File: src/rtl/uart_status_pkg.sv
// Shared constants for the status reporting UART: FSM encoding,
// message text and frame layout.
package uart_status_pkg;

    localparam logic [1:0] ST_IDLE = 2'd0;
    localparam logic [1:0] ST_LOAD = 2'd1;
    localparam logic [1:0] ST_SEND = 2'd2;
    localparam logic [1:0] ST_WAIT = 2'd3;

    localparam logic [31:0] MSG_ON  = 32'h4F4E0D0A;
    localparam logic [39:0] MSG_OFF = 40'h4F46460D0A;
    localparam logic [2:0]  LEN_ON  = 3'd4;
    localparam logic [2:0]  LEN_OFF = 3'd5;

    localparam logic [3:0]  STOP_IDX = 4'd9;

    // First character sits in the top byte; shift it up to fetch index idx.
    function automatic logic [7:0] msg_char(input logic st, input logic [2:0] idx);
        logic [39:0] m;
        m = st ? {MSG_ON, 8'h00} : MSG_OFF;
        m = m << {idx, 3'b000};
        return m[39:32];
    endfunction

    function automatic logic [2:0] msg_last(input logic st);
        return st ? LEN_ON - 3'd1 : LEN_OFF - 3'd1;
    endfunction

endpackage

File: src/rtl/status_byte_ser.sv
// 8N1 byte serializer with a registered line output. done_o fires early
// so the controller can queue the next byte without an idle gap.
module status_byte_ser
    import uart_status_pkg::*;
#(
    parameter int BIT_CNT = 1085
) (
    input  logic       clk_i,
    input  logic       rst_ni,
    input  logic       start_i,
    input  logic [7:0] data_i,
    output logic       txd_o,
    output logic       busy_o,
    output logic       done_o
);

    localparam int BW = $clog2(BIT_CNT + 1);
    localparam logic [BW-1:0] BAUD_LAST = BW'(BIT_CNT - 1);
    localparam logic [BW-1:0] BAUD_DONE = BW'(BIT_CNT - 3);

    logic [BW-1:0] baud_q, baud_d;
    logic [3:0]    bit_q, bit_d;
    logic [7:0]    sh_q, sh_d;
    logic          txd_q, txd_d;
    logic          busy_q, busy_d;
    logic          bit_end, stop, load;

    assign bit_end = baud_q == BAUD_LAST;
    assign stop    = bit_q == STOP_IDX;
    assign load    = start_i && (!busy_q || (stop && bit_end));
    // Two cycles of lead time cover the controller's LOAD and SEND states.
    assign done_o  = busy_q && stop && (baud_q == BAUD_DONE);

    always_comb begin
        baud_d = baud_q;
        bit_d  = bit_q;
        sh_d   = sh_q;
        txd_d  = txd_q;
        busy_d = busy_q;
        if (load) begin
            baud_d = '0;
            bit_d  = '0;
            sh_d   = data_i;
            txd_d  = 1'b0;
            busy_d = 1'b1;
        end else if (busy_q) begin
            if (bit_end) begin
                baud_d = '0;
                if (stop) begin
                    busy_d = 1'b0;
                    bit_d  = '0;
                end else begin
                    bit_d = bit_q + 4'd1;
                    if (bit_q == STOP_IDX - 4'd1) begin
                        txd_d = 1'b1;
                    end else begin
                        txd_d = sh_q[0];
                        sh_d  = {1'b0, sh_q[7:1]};
                    end
                end
            end else begin
                baud_d = baud_q + 1'b1;
            end
        end
    end

    always_ff @(posedge clk_i or negedge rst_ni) begin
        if (!rst_ni) begin
            baud_q <= '0;
            bit_q  <= '0;
            sh_q   <= '0;
            txd_q  <= 1'b1;
            busy_q <= 1'b0;
        end else begin
            baud_q <= baud_d;
            bit_q  <= bit_d;
            sh_q   <= sh_d;
            txd_q  <= txd_d;
            busy_q <= busy_d;
        end
    end

    assign txd_o  = txd_q;
    assign busy_o = busy_q;

endmodule

File: src/rtl/uart_status_tx.sv
// Reports en_in over UART as "ON\r\n" / "OFF\r\n" whenever it changes
// or a resend is requested.
module uart_status_tx
    import uart_status_pkg::*;
#(
    parameter int CLK_FREQ = 125000000,
    parameter int UART_BPS = 115200
) (
    input  logic sys_clk,
    input  logic reset,
    input  logic en_in,
    input  logic report_req,
    output logic uart_txd,
    output logic tx_busy
);

    localparam int BIT_CNT = CLK_FREQ / UART_BPS;

    logic [1:0] state_q, state_d;
    logic [2:0] idx_q, idx_d;
    logic [7:0] char_q, char_d;
    logic       msg_q, msg_d;
    logic       last_q, last_d;
    logic       pend_q, pend_d;
    logic       trigger, start_msg;
    logic       ser_start, ser_busy, ser_done;

    // A concurrent request is folded into the message it helps start.
    assign trigger = (en_in != last_q) || pend_q || report_req;

    always_comb begin
        state_d   = state_q;
        idx_d     = idx_q;
        char_d    = char_q;
        msg_d     = msg_q;
        last_d    = last_q;
        pend_d    = pend_q | report_req;
        ser_start = 1'b0;
        start_msg = 1'b0;
        unique case (state_q)
            ST_IDLE: begin
                if (trigger) begin
                    start_msg = 1'b1;
                    state_d   = ST_LOAD;
                end
            end
            ST_LOAD: begin
                char_d  = msg_char(msg_q, idx_q);
                state_d = ST_SEND;
            end
            ST_SEND: begin
                ser_start = 1'b1;
                state_d   = ST_WAIT;
            end
            ST_WAIT: begin
                if (ser_done) begin
                    if (idx_q != msg_last(msg_q)) begin
                        idx_d   = idx_q + 3'd1;
                        state_d = ST_LOAD;
                    end else if (trigger) begin
                        start_msg = 1'b1;
                        state_d   = ST_LOAD;
                    end else begin
                        state_d = ST_IDLE;
                    end
                end
            end
            default: state_d = ST_IDLE;
        endcase
        if (start_msg) begin
            msg_d  = en_in;
            last_d = en_in;
            pend_d = 1'b0;
            idx_d  = '0;
        end
    end

    always_ff @(posedge sys_clk or negedge reset) begin
        if (!reset) begin
            state_q <= ST_IDLE;
            idx_q   <= '0;
            char_q  <= '0;
            msg_q   <= 1'b0;
            last_q  <= 1'b0;
            pend_q  <= 1'b0;
        end else begin
            state_q <= state_d;
            idx_q   <= idx_d;
            char_q  <= char_d;
            msg_q   <= msg_d;
            last_q  <= last_d;
            pend_q  <= pend_d;
        end
    end

    status_byte_ser #(
        .BIT_CNT(BIT_CNT)
    ) u_ser (
        .clk_i  (sys_clk),
        .rst_ni (reset),
        .start_i(ser_start),
        .data_i (char_q),
        .txd_o  (uart_txd),
        .busy_o (ser_busy),
        .done_o (ser_done)
    );

    assign tx_busy = (state_q != ST_IDLE) || ser_busy;

endmodule

File: config.mk
export PLATFORM = sky130hd
export DESIGN_NAME = uart_status_tx
export DESIGN_NICKNAME = d
export VERILOG_FILES = /design/src/rtl/uart_status_pkg.sv /design/src/rtl/status_byte_ser.sv /design/src/rtl/uart_status_tx.sv
export SDC_FILE = /design/constraint.sdc
export NUM_CORES = 1
export LEC_CHECK = 0
export CAP_MARGIN = 10
export CORE_MARGIN = 2
export CORE_UTILIZATION = 35
export CTS_CLUSTER_DIAMETER = 60
export DETAILED_ROUTE_END_ITERATION = 8
export HOLD_SLACK_MARGIN = 0.15
export SLEW_MARGIN = 10
export SYNTH_ARGS = -nofsm -noshare
export SYNTH_HDL_FRONTEND = slang
export SYNTH_SLANG_ARGS = --single-unit
File: constraint.sdc
create_clock -name sys_clk -period 5.09 [get_ports sys_clk]
set_input_delay 1.018 -clock sys_clk [delete_from_list [all_inputs] [get_ports sys_clk]]
set_output_delay 1.018 -clock sys_clk [all_outputs]
set_load 0.03 [all_outputs]
==> impl_results.md <==
* Outcome: completed
* Sequential area share after synthesis at between 40% and 50%
* Switching share of power at 20.4%
* Net Count, Synth at ~230
* Number of global-route vias before repair at 1584
* Total of warnings raised by yosys at 0
* Wirelength, routed at a little over 4000 µm
* Pins over their slew limit at 0
* Dpl cells at approximately 280
* Syn avg cell area at 9.75 µm²
* Die X at between 80 and 90 µm
* Row count at 27
* Post-route clock skew at around 0.007 ns
* Top FF cell, synth: dfrtp_1
* Hold_buf cts at 0
* Cell taking the most area after synthesis: dfrtp_1
* Async SR Flop Fraction at 100%
* VDD IR max at between 0.00015 and 0.0002 V
* Share of the synthesized area in the top cell type at between 40% and 50%
* Tot GR Track Use at about 15%
* Nets at 237
* Post-synth top cells: dfrtp_1, o21ai_0, ha_1, nand2_1, inv_1
* Most common cell in the netlist: dfrtp_1
* Final-report hold violation count at 0
* Clock Sinks at 36
* Final Worst Setup Slack at between 2 and 2.5 ns
* Cell Int Power at between 400 and 500 µW
* H-Tree Depth at 2
* Hold WS at approximately 0.5 ns
* Static Leak at between 0.9 and 1 nW
* Worst-Margin Slew at slightly above 0.8 ns
* Total CTS buffers at 5
* RSZ-0062 raised after global routing: no
* CP Launch Type: register
* Combinational Power Share at 1.5%
* CP peak stage delay at 0.67 ns
* Post-CTS Setup Inserts at 0
* Area delta synth->final at 10.4%
* CTS tree: done
* Synthesized instance count at 212
* HPWL after detailed placement at around 2800 µm
* CP max stage cell: clkdlybuf4s50_1
* Netlist cell types at 51
* CP endpoint kind: output pin
* Slew Limit Headroom at a little under half
* Net switching power at between 100 and 150 µW
* CTS max path bufs at 2
* Final Power at 544 µW
* # diodes at 0
* Clk Latency, worst-skew pair at around 0.29 ns
* RD Place Congestion at 0.776
* Clock power share at a little under half
* Final setup TNS at 0 ns
* Worst Hold Class: register to register
* Critical path type: register to output pin
* Vias at around 1600
* Core region area at approximately 0.0056 mm²
* CP required at 4.07 ns
* DRT Pass-1 Iters at 5
* Tcrit/Tclk final at a little over half
* Largest net degree at the start of global routing at 37
* Layout cells sized above 1 at under 10%
* EDFF count, synth at 0
* Clk root buf: clkbuf_8
* Final instance area at about 0.0023 mm²
* Final setup viols at 0
* Cts repair resizes at 0
* Via/cell ratio at 5.47
* IO Pins at 6
* DRC at 0
* Non-Filler Instances at 290
* Synthesized area at between 0.002 and 0.0025 mm²
* DR WL/cell at 14.2 µm
* Yosys reg bits at 36
* Global-route wire length before repair at 7620 µm
* 1st-iter DRT viols at approximately 100
* Post-DRT Antenna Nets at 0
* Initial antenna violation count at 0
* Remaining Overflow, GRT at 0
* Sequential share of power at 52.5%
* PwrDens at 239 mW/mm²
* Die Y-Extent at 80.9 µm
* Maximum Capacitance Violations at 0
* Worst EP arrival at ~1.8 ns
* Final min period at 2.80 ns
* Initial Utilization at ~37%
* Synth top area cells: dfrtp_1, ha_1, o21ai_0
* Port Buf Inserts at 5
* Final Util at 40.7%
* Clk slew on worst S/H paths at ~0.080 ns
* Die area at between 0.006 and 0.007 mm²
* Max Clk Rate at between 300 and 400 MHz
* Critical path peak fanout at 4
* Area after DPL at between 0.002 and 0.0025 mm²
* Crit-path cells: inv_1 -> ha_1 -> nand2_1 -> clkdlybuf4s50_1
* Pre-CTS setup slack at approximately 2.6 ns
-- state kept, by name, summed over array words and instances, names as in the netlist --
register      flops
last_q            1
idx_q             3
u_ser.txd_o       1
u_ser.bit_q       4
u_ser.baud_q     11
state_q           2
u_ser.sh_q        7
pend_q            1
char_q            5
u_ser.busy_o      1
-- layer usage --
metal	global-route usage [%]	vias up	share of wire, %
met5	0	-	0
met4	6.27	0	1.4
met3	3.11	5	2.4
met2	21.8	18	43
met1	21.5	770	53
li1	-	794	-
-- final timing paths --
check                                                  start                            to  slack [ns]  depth (start not counted)
worst min register to register  u_ser.baud_q[10]$_DFFE_PN0P_  u_ser.baud_q[10]$_DFFE_PN0P_        0.49                          1
worst max register to register          idx_q[0]$_DFFE_PN0P_            last_q$_DFFE_PN0P_        2.54                          6
min in group asynchronous                              reset   u_ser.baud_q[8]$_DFFE_PN0P_        0.82                          1
max in group asynchronous                              reset   u_ser.baud_q[4]$_DFFE_PN0P_        3.75                          1
worst max-delay path                  state_q[1]$_DFFE_PN0P_                       tx_busy        2.29                          4
worst min-delay path            u_ser.baud_q[10]$_DFFE_PN0P_  u_ser.baud_q[10]$_DFFE_PN0P_        0.49                          1
-- power by group through the flow --
stage | logic, mW | clock network (mW) | registers (mW)
floorplan | 0.000437 | 0 | 0.292
global placement | 0.00862 | 0 | 0.291
detailed placement | 0.00857 | 0 | 0.291
CTS | 0.00857 | 0.257 | 0.286
global route | 0.00931 | 0.270 | 0.286
finish | 0.00797 | 0.251 | 0.286
-- cell families after synthesis --
group                      Yosys count  synth area share, %
AOI/OAI and AO/OA                   64                 21.3
xor gates and xnor gates             3                 1.27
adders and majority gates           16                 9.69
buffers and inverters               21                 3.87
DFF                                 36                 43.6
muxes                                3                 1.57
and+or+nand+nor                     69                 18.6
-- cells in the final DEF (no fill, tap or decap), types with 2 or more instances in the layout --
cell type / n
nand2_1: 16
clkdlybuf4s50_1: 4
a221o_1: 4
nand3_1: 6
a22oi_1: 3
a32o_1: 2
nor3_1: 4
clkbuf_8: 5
dfrtp_1: 35
a31oi_1: 5
a22o_1: 4
nor2b_1: 4
nor2_1: 11
a32oi_1: 2
nand3b_1: 3
nand2b_1: 2
a21oi_1: 13
a41oi_1: 2
inv_1: 14
ha_1: 16
mux2_2: 2
nand4_1: 4
xor2_1: 2
or3_1: 2
o21ai_0: 18
and3_1: 6
or4bb_1: 2
-- layout make-up --
class,count,area [µm²]
Clock buffer,6,72.6
Clock inverter,2,35.0
Fill cell,570,3330
Inverter,14,52.6
Multi-Input combinational cell,155,1080
Sequential cell,36,902
Tap cell,72,90.1
Timing Repair Buffer,5,45.0
-- worst max-delay path, delay by kind of cell (launching register included) --
family	cells	cell delay, ns
buffers and inverters	2	0.77
AND/OR/NAND/NOR	1	0.08
adder cells (fa/ha/maj)	1	0.23
flip-flops	1	0.41
(Power assumes the default switching activity.)
